File: src/rtl/serial_pattern_pkg.sv
// Shared types and defaults for the serial frame generator and the detectors it feeds.
// Provides the state enum, the default sync header and a small sizing helper.
package serial_pattern_pkg;

    typedef enum logic [2:0] {
        IDLE,
        SYNC,
        DATA,
        PARITY,
        GAP
    } state_e;

    localparam int DEF_SYNC_LEN = 4;
    localparam logic [DEF_SYNC_LEN-1:0] DEF_SYNC_PAT = 4'b1010;

    function automatic int max3(input int a, input int b, input int c);
        int m;
        m = (a > b) ? a : b;
        return (m > c) ? m : c;
    endfunction

endpackage

File: src/rtl/serial_pattern_gen_piso.sv
// Parallel-load, MSB-first shift register; load wins over shift.
// Ports: clk, rst_n (async low), load_i, shift_i, d_i[W], msb_o.
module piso_shift #(
    parameter int W = 8
) (
    input  logic         clk,
    input  logic         rst_n,
    input  logic         load_i,
    input  logic         shift_i,
    input  logic [W-1:0] d_i,
    output logic         msb_o
);

    logic [W-1:0] sr_q;

    always_ff @(posedge clk or negedge rst_n) begin
        if (!rst_n) begin
            sr_q <= '0;
        end else if (load_i) begin
            sr_q <= d_i;
        end else if (shift_i) begin
            sr_q <= sr_q << 1;
        end
    end

    assign msb_o = sr_q[W-1];

endmodule

File: src/rtl/serial_pattern_gen.sv
// Serial frame transmitter: sync header, payload MSB-first, optional parity, idle gap.
// Ports: clk, reset (async low), in_data/in_valid/in_ready handshake,
// out_bit/out_valid/frame_done (registered), busy. Macro SERIAL_PATTERN_PARITY_EN adds parity.
module serial_pattern_gen
    import serial_pattern_pkg::*;
#(
    parameter int                  DATA_W     = 8,
    parameter int                  SYNC_LEN   = DEF_SYNC_LEN,
    parameter logic [SYNC_LEN-1:0] SYNC_PAT   = DEF_SYNC_PAT,
    parameter int                  GAP_CYCLES = 2
) (
    input  logic              clk,
    input  logic              reset,
    input  logic [DATA_W-1:0] in_data,
    input  logic              in_valid,
    output logic              in_ready,
    output logic              out_bit,
    output logic              out_valid,
    output logic              frame_done,
    output logic              busy
);

    localparam int CW = $clog2(max3(SYNC_LEN, DATA_W, GAP_CYCLES)) + 1;
    localparam logic [CW-1:0] SL_C   = CW'(SYNC_LEN);
    localparam logic [CW-1:0] DL_C   = CW'(DATA_W - 1);
    localparam logic [CW-1:0] GAP_C  = CW'(GAP_CYCLES);
    localparam state_e POST_FRAME = state_e'((GAP_CYCLES > 0) ? GAP : IDLE);
`ifdef SERIAL_PATTERN_PARITY_EN
    localparam state_e POST_DATA = PARITY;
    localparam bit LAST_ON_DATA = 1'b0;
`else
    localparam state_e POST_DATA = POST_FRAME;
    localparam bit LAST_ON_DATA = 1'b1;
`endif

    state_e        state_q, state_d;
    logic [CW-1:0] cnt_q, cnt_d;
    logic          out_bit_q, out_bit_d;
    logic          out_valid_q, out_valid_d;
    logic          frame_done_q, frame_done_d;
    logic          load, shift, data_msb;
    logic          accept, sync_end, data_end;
    logic [SYNC_LEN-1:0] sync_sh;

    // Held in reset the block must not advertise readiness.
    assign in_ready = reset && (state_q == IDLE);
    assign busy     = !in_ready;
    assign accept   = in_valid && in_ready;
    assign sync_end = (cnt_q == SL_C);
    assign data_end = (cnt_q == DL_C);
    assign sync_sh  = SYNC_PAT << cnt_q;

    piso_shift #(.W(DATA_W)) u_piso (
        .clk     (clk),
        .rst_n   (reset),
        .load_i  (load),
        .shift_i (shift),
        .d_i     (in_data),
        .msb_o   (data_msb)
    );

`ifdef SERIAL_PATTERN_PARITY_EN
    logic par_q;

    always_ff @(posedge clk or negedge reset) begin
        if (!reset) begin
            par_q <= 1'b0;
        end else if (accept) begin
            par_q <= ^in_data;
        end
    end
`endif

    always_ff @(posedge clk or negedge reset) begin
        if (!reset) begin
            state_q      <= IDLE;
            cnt_q        <= '0;
            out_bit_q    <= 1'b0;
            out_valid_q  <= 1'b0;
            frame_done_q <= 1'b0;
        end else begin
            state_q      <= state_d;
            cnt_q        <= cnt_d;
            out_bit_q    <= out_bit_d;
            out_valid_q  <= out_valid_d;
            frame_done_q <= frame_done_d;
        end
    end

    // cnt_q: sync bits sent in SYNC, data bits sent in DATA, gap cycles in GAP.
    always_comb begin
        state_d = state_q;
        cnt_d   = cnt_q;
        load    = 1'b0;
        shift   = 1'b0;
        case (state_q)
            IDLE: begin
                if (accept) begin
                    state_d = SYNC;
                    cnt_d   = CW'(1);
                    load    = 1'b1;
                end
            end
            SYNC: begin
                if (sync_end) begin
                    shift = 1'b1;
                    if (DATA_W == 1) begin
                        state_d = POST_DATA;
                        cnt_d   = '0;
                    end else begin
                        state_d = DATA;
                        cnt_d   = CW'(1);
                    end
                end else begin
                    cnt_d = cnt_q + 1'b1;
                end
            end
            DATA: begin
                shift = 1'b1;
                if (data_end) begin
                    state_d = POST_DATA;
                    cnt_d   = '0;
                end else begin
                    cnt_d = cnt_q + 1'b1;
                end
            end
`ifdef SERIAL_PATTERN_PARITY_EN
            PARITY: begin
                state_d = POST_FRAME;
                cnt_d   = '0;
            end
`endif
            GAP: begin
                if (cnt_q == GAP_C) begin
                    state_d = IDLE;
                    cnt_d   = '0;
                end else begin
                    cnt_d = cnt_q + 1'b1;
                end
            end
            default: begin
                state_d = IDLE;
                cnt_d   = '0;
            end
        endcase
    end

    always_comb begin
        out_bit_d    = 1'b0;
        out_valid_d  = 1'b0;
        frame_done_d = 1'b0;
        case (state_q)
            IDLE: begin
                if (accept) begin
                    out_bit_d   = SYNC_PAT[SYNC_LEN-1];
                    out_valid_d = 1'b1;
                end
            end
            SYNC: begin
                out_valid_d  = 1'b1;
                out_bit_d    = sync_end ? data_msb : sync_sh[SYNC_LEN-1];
                frame_done_d = LAST_ON_DATA && sync_end && (DATA_W == 1);
            end
            DATA: begin
                out_valid_d  = 1'b1;
                out_bit_d    = data_msb;
                frame_done_d = LAST_ON_DATA && data_end;
            end
`ifdef SERIAL_PATTERN_PARITY_EN
            PARITY: begin
                out_valid_d  = 1'b1;
                out_bit_d    = par_q;
                frame_done_d = 1'b1;
            end
`endif
            default: begin
            end
        endcase
    end

    assign out_bit    = out_bit_q;
    assign out_valid  = out_valid_q;
    assign frame_done = frame_done_q;

endmodule

File: config.mk
export PLATFORM = sky130hd
export DESIGN_NAME = serial_pattern_gen
export DESIGN_NICKNAME = d
export VERILOG_FILES = /design/src/rtl/serial_pattern_pkg.sv /design/src/rtl/serial_pattern_gen_piso.sv /design/src/rtl/serial_pattern_gen.sv
export SDC_FILE = /design/constraint.sdc
export NUM_CORES = 1
export LEC_CHECK = 0
export ABC_AREA = 1
export CAP_MARGIN = 20
export CORE_MARGIN = 2
export CORE_UTILIZATION = 52
export CTS_CLUSTER_SIZE = 20
export DETAILED_ROUTE_END_ITERATION = 12
export GPL_TIMING_DRIVEN = 0
export PLACE_DENSITY = 0.85
export SYNTH_ARGS = -nofsm -noshare
export SYNTH_HDL_FRONTEND = slang
export SYNTH_SLANG_ARGS = --single-unit
File: constraint.sdc
create_clock -name clk -period 2 [get_ports clk]
set_clock_uncertainty 0.05 [all_clocks]
set_input_delay 0.4 -clock clk [delete_from_list [all_inputs] [get_ports clk]]
set_output_delay 0.4 -clock clk [all_outputs]
set_load 0.02 [all_outputs]
# Word-level counts from Yosys, hierarchy flattened
# Index checks and enable logic that the tools add are counted.
dict set report op_classes {
  order_cmp 0
  bitwise_logic 0
  n_div 0
  muxes 20
  addsub 1
  n_reduce_logical 7
  mul 0
  shift 1
  eq_ne 10
}
# cell count
set ops {}
lappend ops {{two-way mux 4 bit} 4}
lappend ops {{two-way mux 8 bit} 2}
lappend ops {{one-hot mux 4 bit (4 select lines)} 1}
lappend ops {{two-way mux 3 bit} 4}
lappend ops {{one-hot mux 3 bit (4 select lines)} 1}
lappend ops {{equality test 4 x 3 -> 1 bit (second input constant)} 2}
lappend ops {{!= test 2 bit (second input constant)} 4}
lappend ops {{two-way mux 1 bit} 5}
lappend ops {{adder 4 x 1 -> 4 bit (second input constant)} 1}
lappend ops {{equality test 4 x 2 -> 1 bit (second input constant)} 1}
lappend ops {{one-hot mux 1 bit (2 select lines)} 2}
lappend ops {{AND reduction 4 bit} 1}
lappend ops {{<< shifter 4 x 4 -> 4 bit (first input constant)} 1}
lappend ops {{equality test 3 x 1 -> 1 bit (second input constant)} 1}
lappend ops {{equality test 3 x 2 -> 1 bit (second input constant)} 1}
lappend ops {{equality test 3 bit (second input constant)} 1}
lappend ops {{zero test 3 bit} 1}
lappend ops {{one-hot mux 1 bit (3 select lines)} 1}
lappend ops {{logical AND 1 bit} 2}
lappend ops {{nonzero test 2 bit} 1}
lappend ops {{OR reduction 2 bit} 1}
lappend ops {{zero test 1 bit} 1}
dict set report word_totals {
  latchBits 0
  reg_bits 18
  mem_bits_ro 0
  output_inout_bits 5
  ramBits 0
  mem_count 0
}

# Depth between registers and ports, before layout
dict set report logic_depth {
  depth_word 6
  mapped_depth 9
  mapped_depth_nobuf 9
}

# By module
# From an unflattened synthesis, not the netlist that was laid out.
dict set report unflattened {
  cells_unflattened 117
  area_unflattened_um2 942.2
}
# module cells_each seq_area_each_um2 area_each_um2 n_inst
set by_module_without_submodules {}
lappend by_module_without_submodules {serial_pattern_gen 74 250.2 565.5 1}
lappend by_module_without_submodules {piso_shift 43 200.2 376.6 1}

# Worst setup path before layout
# OpenSTA, ideal clock, no wires.
dict set report synth_path {
  path_type {register to register}
  from {register cnt_q[0]}
  to {register u_piso.sr_q[1]}
  setup_ns 0.117
  stages_incl_launch_ff 10
  setup_slack_ns 0.573
  t_arrival_ns 1.259
  cell_sequence {dfrtp_1 > inv_1 > ha_1 > nand3_1 > nor2_2 > nor2_2 > nand2_4 > inv_4 > nand2_1 > nand2_1}
}
dict set report synth_between {
  elab_chain_len 4
}
# item line
set synth_rtl {}
lappend synth_rtl {{start, declared} serial_pattern_gen.sv:37} ;# logic [CW-1:0] cnt_q, cnt_d;
lappend synth_rtl {{start signal, assigned} serial_pattern_gen.sv:83} ;# cnt_q <= cnt_d;
lappend synth_rtl {{equality test 4 x 3 -> 1 bit} serial_pattern_gen.sv:49} ;# assign sync_end = (cnt_q == SL_C);
lappend synth_rtl {{two-way mux 1 bit} serial_pattern_gen.sv:105} ;# if (sync_end) begin
lappend synth_rtl {{one-hot mux 1 bit (2 select lines)} serial_pattern_gen.sv:96} ;# case (state_q)
lappend synth_rtl {{nonzero test 2 bit (no source line)} -}
lappend synth_rtl {{end signal, assigned} serial_pattern_gen_piso.sv:20} ;# sr_q <= d_i;
lappend synth_rtl {{end signal, assigned} serial_pattern_gen_piso.sv:22} ;# sr_q <= sr_q << 1;
lappend synth_rtl {{end, declared} serial_pattern_gen_piso.sv:14} ;# logic [W-1:0] sr_q;
# No other way between the ends.
# A chain may end at the register's enable or synchronous reset.

# Worst setup path after layout
dict set report layout_path {
  from {register state_q[1]}
  to {output busy}
}
dict set report layout_between {
  elab_chain_len 3
}
# item line
set layout_rtl {}
lappend layout_rtl {{start, declared} serial_pattern_gen.sv:36} ;# state_e state_q, state_d;
lappend layout_rtl {{start signal, assigned} serial_pattern_gen.sv:82} ;# state_q <= state_d;
lappend layout_rtl {{zero test 3 bit} serial_pattern_gen.sv:46} ;# assign in_ready = reset && (state_q == IDLE);
lappend layout_rtl {{logical AND 1 bit} serial_pattern_gen.sv:46}
lappend layout_rtl {{zero test 1 bit} serial_pattern_gen.sv:47} ;# assign busy = !in_ready;
lappend layout_rtl {{end, declared} serial_pattern_gen.sv:20} ;# output logic busy
# No other way between the ends.

==> metrics <==
status=finished, final reports clean; synth cell count leaders=nand2_1 (46), inv_1 (31), nand3_1 (20), dfrtp_1 (18), nor2_1 (7); Top Ports=16; layout cells sized above 1=10.3%; Hold Vio Cnt, Final=0; gp weighted congestion=0.823; final worst-path cycle share=96.1%; Max Fclk=between 0.5 and 0.6 GHz; syn_area_per_cell=~7.4 um2; Slew HR=45.1%; PortBufs=15; Required @ worst endpoint=1.55 ns; core area=1960 um2; worst-path fanout max=3; post-route total power=1.72 mW; pwr dens=1330 nW/um2; worst hold path class=flop to flop; slowest stage delay, CP=0.44 ns; antenna cells=0; Detail Route Antenna Nets=0; RSZ-0062 raised after global routing=false; EDFF count, synth=0; DRT iter0 DRCs=25; Clock Root Buffer=clkbuf_4; Skew-Pair Late Insertion Delay=0.29 ns; Die X-Extent=49.5 um; minimum clock period=1.92 ns; Worst-path clk slew=about 0.11 ns; most frequent cell after synthesis=nand2_1; Setup crit end kind=primary output; Yosys top cell by area=dfrtp_1; Max IR drop VDD=approximately 0.94 mV; postcts setup bufs=0; clock tree from TritonCTS=done; FP Rows=16; vias=900; most common flop cell mapped by yosys=dfrtp_1; Syn Inst Count=145; Crit path buffers/inverters=2; total grt overflow=0; Netlist cell types=20; DRC=0; largest family of logic cells by synthesized area=simple AND/OR/NAND/NOR gates; post-DP HPWL=1560 um; post-synthesis compound-gate area fraction=3.02%; Least-Margin Pin Slew=0.821 ns; WL/cell=roughly 11 um; DIE AREA=~2400 um2; Top delay family on crit path=flip-flops; crit start category=flop; post-synthesis xor/xnor area fraction=0.814%; non-filler cells, final=~190; Yosys top cell area share=41.9%; nets@finish=180; clk sinks=18; GRT Total Usage=20.1%; CP cell instances=nor2_4, nand2_4, nor2_8, inv_1, dlygate4sd2_1; CP max-delay cell=dfrtp_1; synthesis-stage register bit count=18; synthesis-to-finish area growth=20.9%; clk buf depth=2; largest net degree at the start of global routing=19; max-slew violations=0; max-cap violations=0; die height=49.5 um; number of CTS-inserted buffers=3; final wirelength=just over 2000 um; Mapped Nets=approximately 160; post-synthesis mux area share=0%; Adder-Cell Fraction of Synth Area=3.49%; first-pass GRT wire length=3800 um; Initial Util=54.8%; final core utilization=66.3%; critical path class=flop to primary output; Area contributors post-synth=dfrtp_1 (42%), nand2_1 (16%), inv_1 (11%); Final Cell Area=1300 um2; Synth Area in Simple Gates=38.0%; number of global-route vias before repair=about 920; Worst Path Arrival=around 1.5 ns; asr flop ratio synth=100%; yosys warns=0; htree depth=1; drt pass-1 iters=4; register area share after synthesis=roughly two fifths; initial antenna violation count=0; Inst Count DP=187; Via density=4.69; Pleak=0.738 nW; final setup violation count=0; synthesized area=between 1000 and 1500 um2; Placed Area=between 1000 and 1500 um2
[worst paths after layout]
kind / cells after the start / slack, ns / from / endpoint
max in group asynchronous: 2 / 0.71 / reset / state_q[2]$_DFFE_PN0P_
hold reg to reg: 2 / 0.44 / u_piso.sr_q[4]$_DFFE_PN0P_ / u_piso.sr_q[4]$_DFFE_PN0P_
hold / removal: 2 / 0.44 / u_piso.sr_q[4]$_DFFE_PN0P_ / u_piso.sr_q[4]$_DFFE_PN0P_
setup / recovery: 5 / 0.08 / state_q[1]$_DFFE_PN0P_ / busy
min in group asynchronous: 2 / 0.68 / reset / u_piso.sr_q[4]$_DFFE_PN0P_
setup reg to reg: 9 / 0.37 / cnt_q[0]$_DFFE_PN0P_ / u_piso.sr_q[5]$_DFFE_PN0P_
[what timing repair did]
action,in CTS,in global routing
setup endpoints to repair,17,0
gates resized for setup,8,0
hold buffers,1,0
hold endpoints to repair,18,0
[sequential cells by signal, summed over array words and instances (netlist names)]
name / cells
u_piso.sr_q: 8
cnt_q: 4
state_q: 3
frame_done: 1
out_bit: 1
out_valid: 1
[worst register-to-register path, stage by stage, from the launching register on]
cell and delay, ns:
dfrtp_1 0.43, inv_1 0.18, ha_1 0.18, nand3_1 0.15, nor2_2 0.20, nor2_2 0.06, nand2_4 0.12, inv_4 0.07
nand2_1 0.06, nand2_1 0.05
[routing by layer]
| metal | up-vias | part of all wire, % | global-route usage [%] |
|---|---|---|---|
| li1 | 478 | - | - |
| met1 | 398 | 45 | 24.3 |
| met2 | 17 | 48 | 34.0 |
| met3 | 7 | 4.0 | 5.15 |
| met4 | 0 | 2.9 | 8.33 |
| met5 | - | 0 | 0 |
[cells in the final DEF, fill, tap and decap left out]
cell,instances
nand2_4,3
nand3_2,1
nand2_1,46
inv_2,1
buf_6,1
ha_1,3
o21ai_0,4
nor2_4,1
clkbuf_4,3
nand4_1,1
clkdlybuf4s50_1,12
nor3_4,1
o21a_1,1
dlygate4sd3_1,1
clkbuf_8,1
inv_1,31
inv_4,1
nor2_8,1
dlygate4sd2_1,2
a21oi_1,1
buf_4,1
nor2_1,7
nor2_2,2
xor2_1,1
dfrtp_1,18
nand3_1,20
[cell type report]
cell class                      count  area [um2]
Buffer                              1        11.3
Clock buffer                        4        36.3
Fill cell                         177         661
Inverter                           33         126
Multi-Input combinational cell     93         488
Sequential cell                    18         450
Tap cell                           27        33.8
Timing Repair Buffer               16         155
[cell families (layout without fill, tap and decap cells)]
logic type,Yosys count,after routing
buffers and inverters,34,54
AOI/OAI and AO/OA,6,6
DFF,18,18
adders and majority gates,3,3
xor gates and xnor gates,1,1
and+or+nand+nor,83,83
[where the power goes]
| group | switching (mW) | total, mW | internal (mW) |
|---|---|---|---|
| clock network | 0.121 | 0.233 | 0.111 |
| registers | 0.0979 | 0.600 | 0.502 |
| logic | 0.563 | 0.892 | 0.329 |
| total | 0.783 | 1.72 | 0.942 |
[per-stage QoR]
stage | setup WS [ns] | TNS, ns | hold slack [ns]
after global routing | 0.00476 | 0 | 0.469
after global placement | -1.05 | -9.79 | 0.411
after floorplan | 0.573 | 0 | 0.0544
final | 0.0783 | 0 | 0.444
after CTS | 0.0616 | 0 | 0.447
after detailed placement | -1.09 | -10.67 | 0.419
No activity file was read; power rests on OpenSTA's default activity.
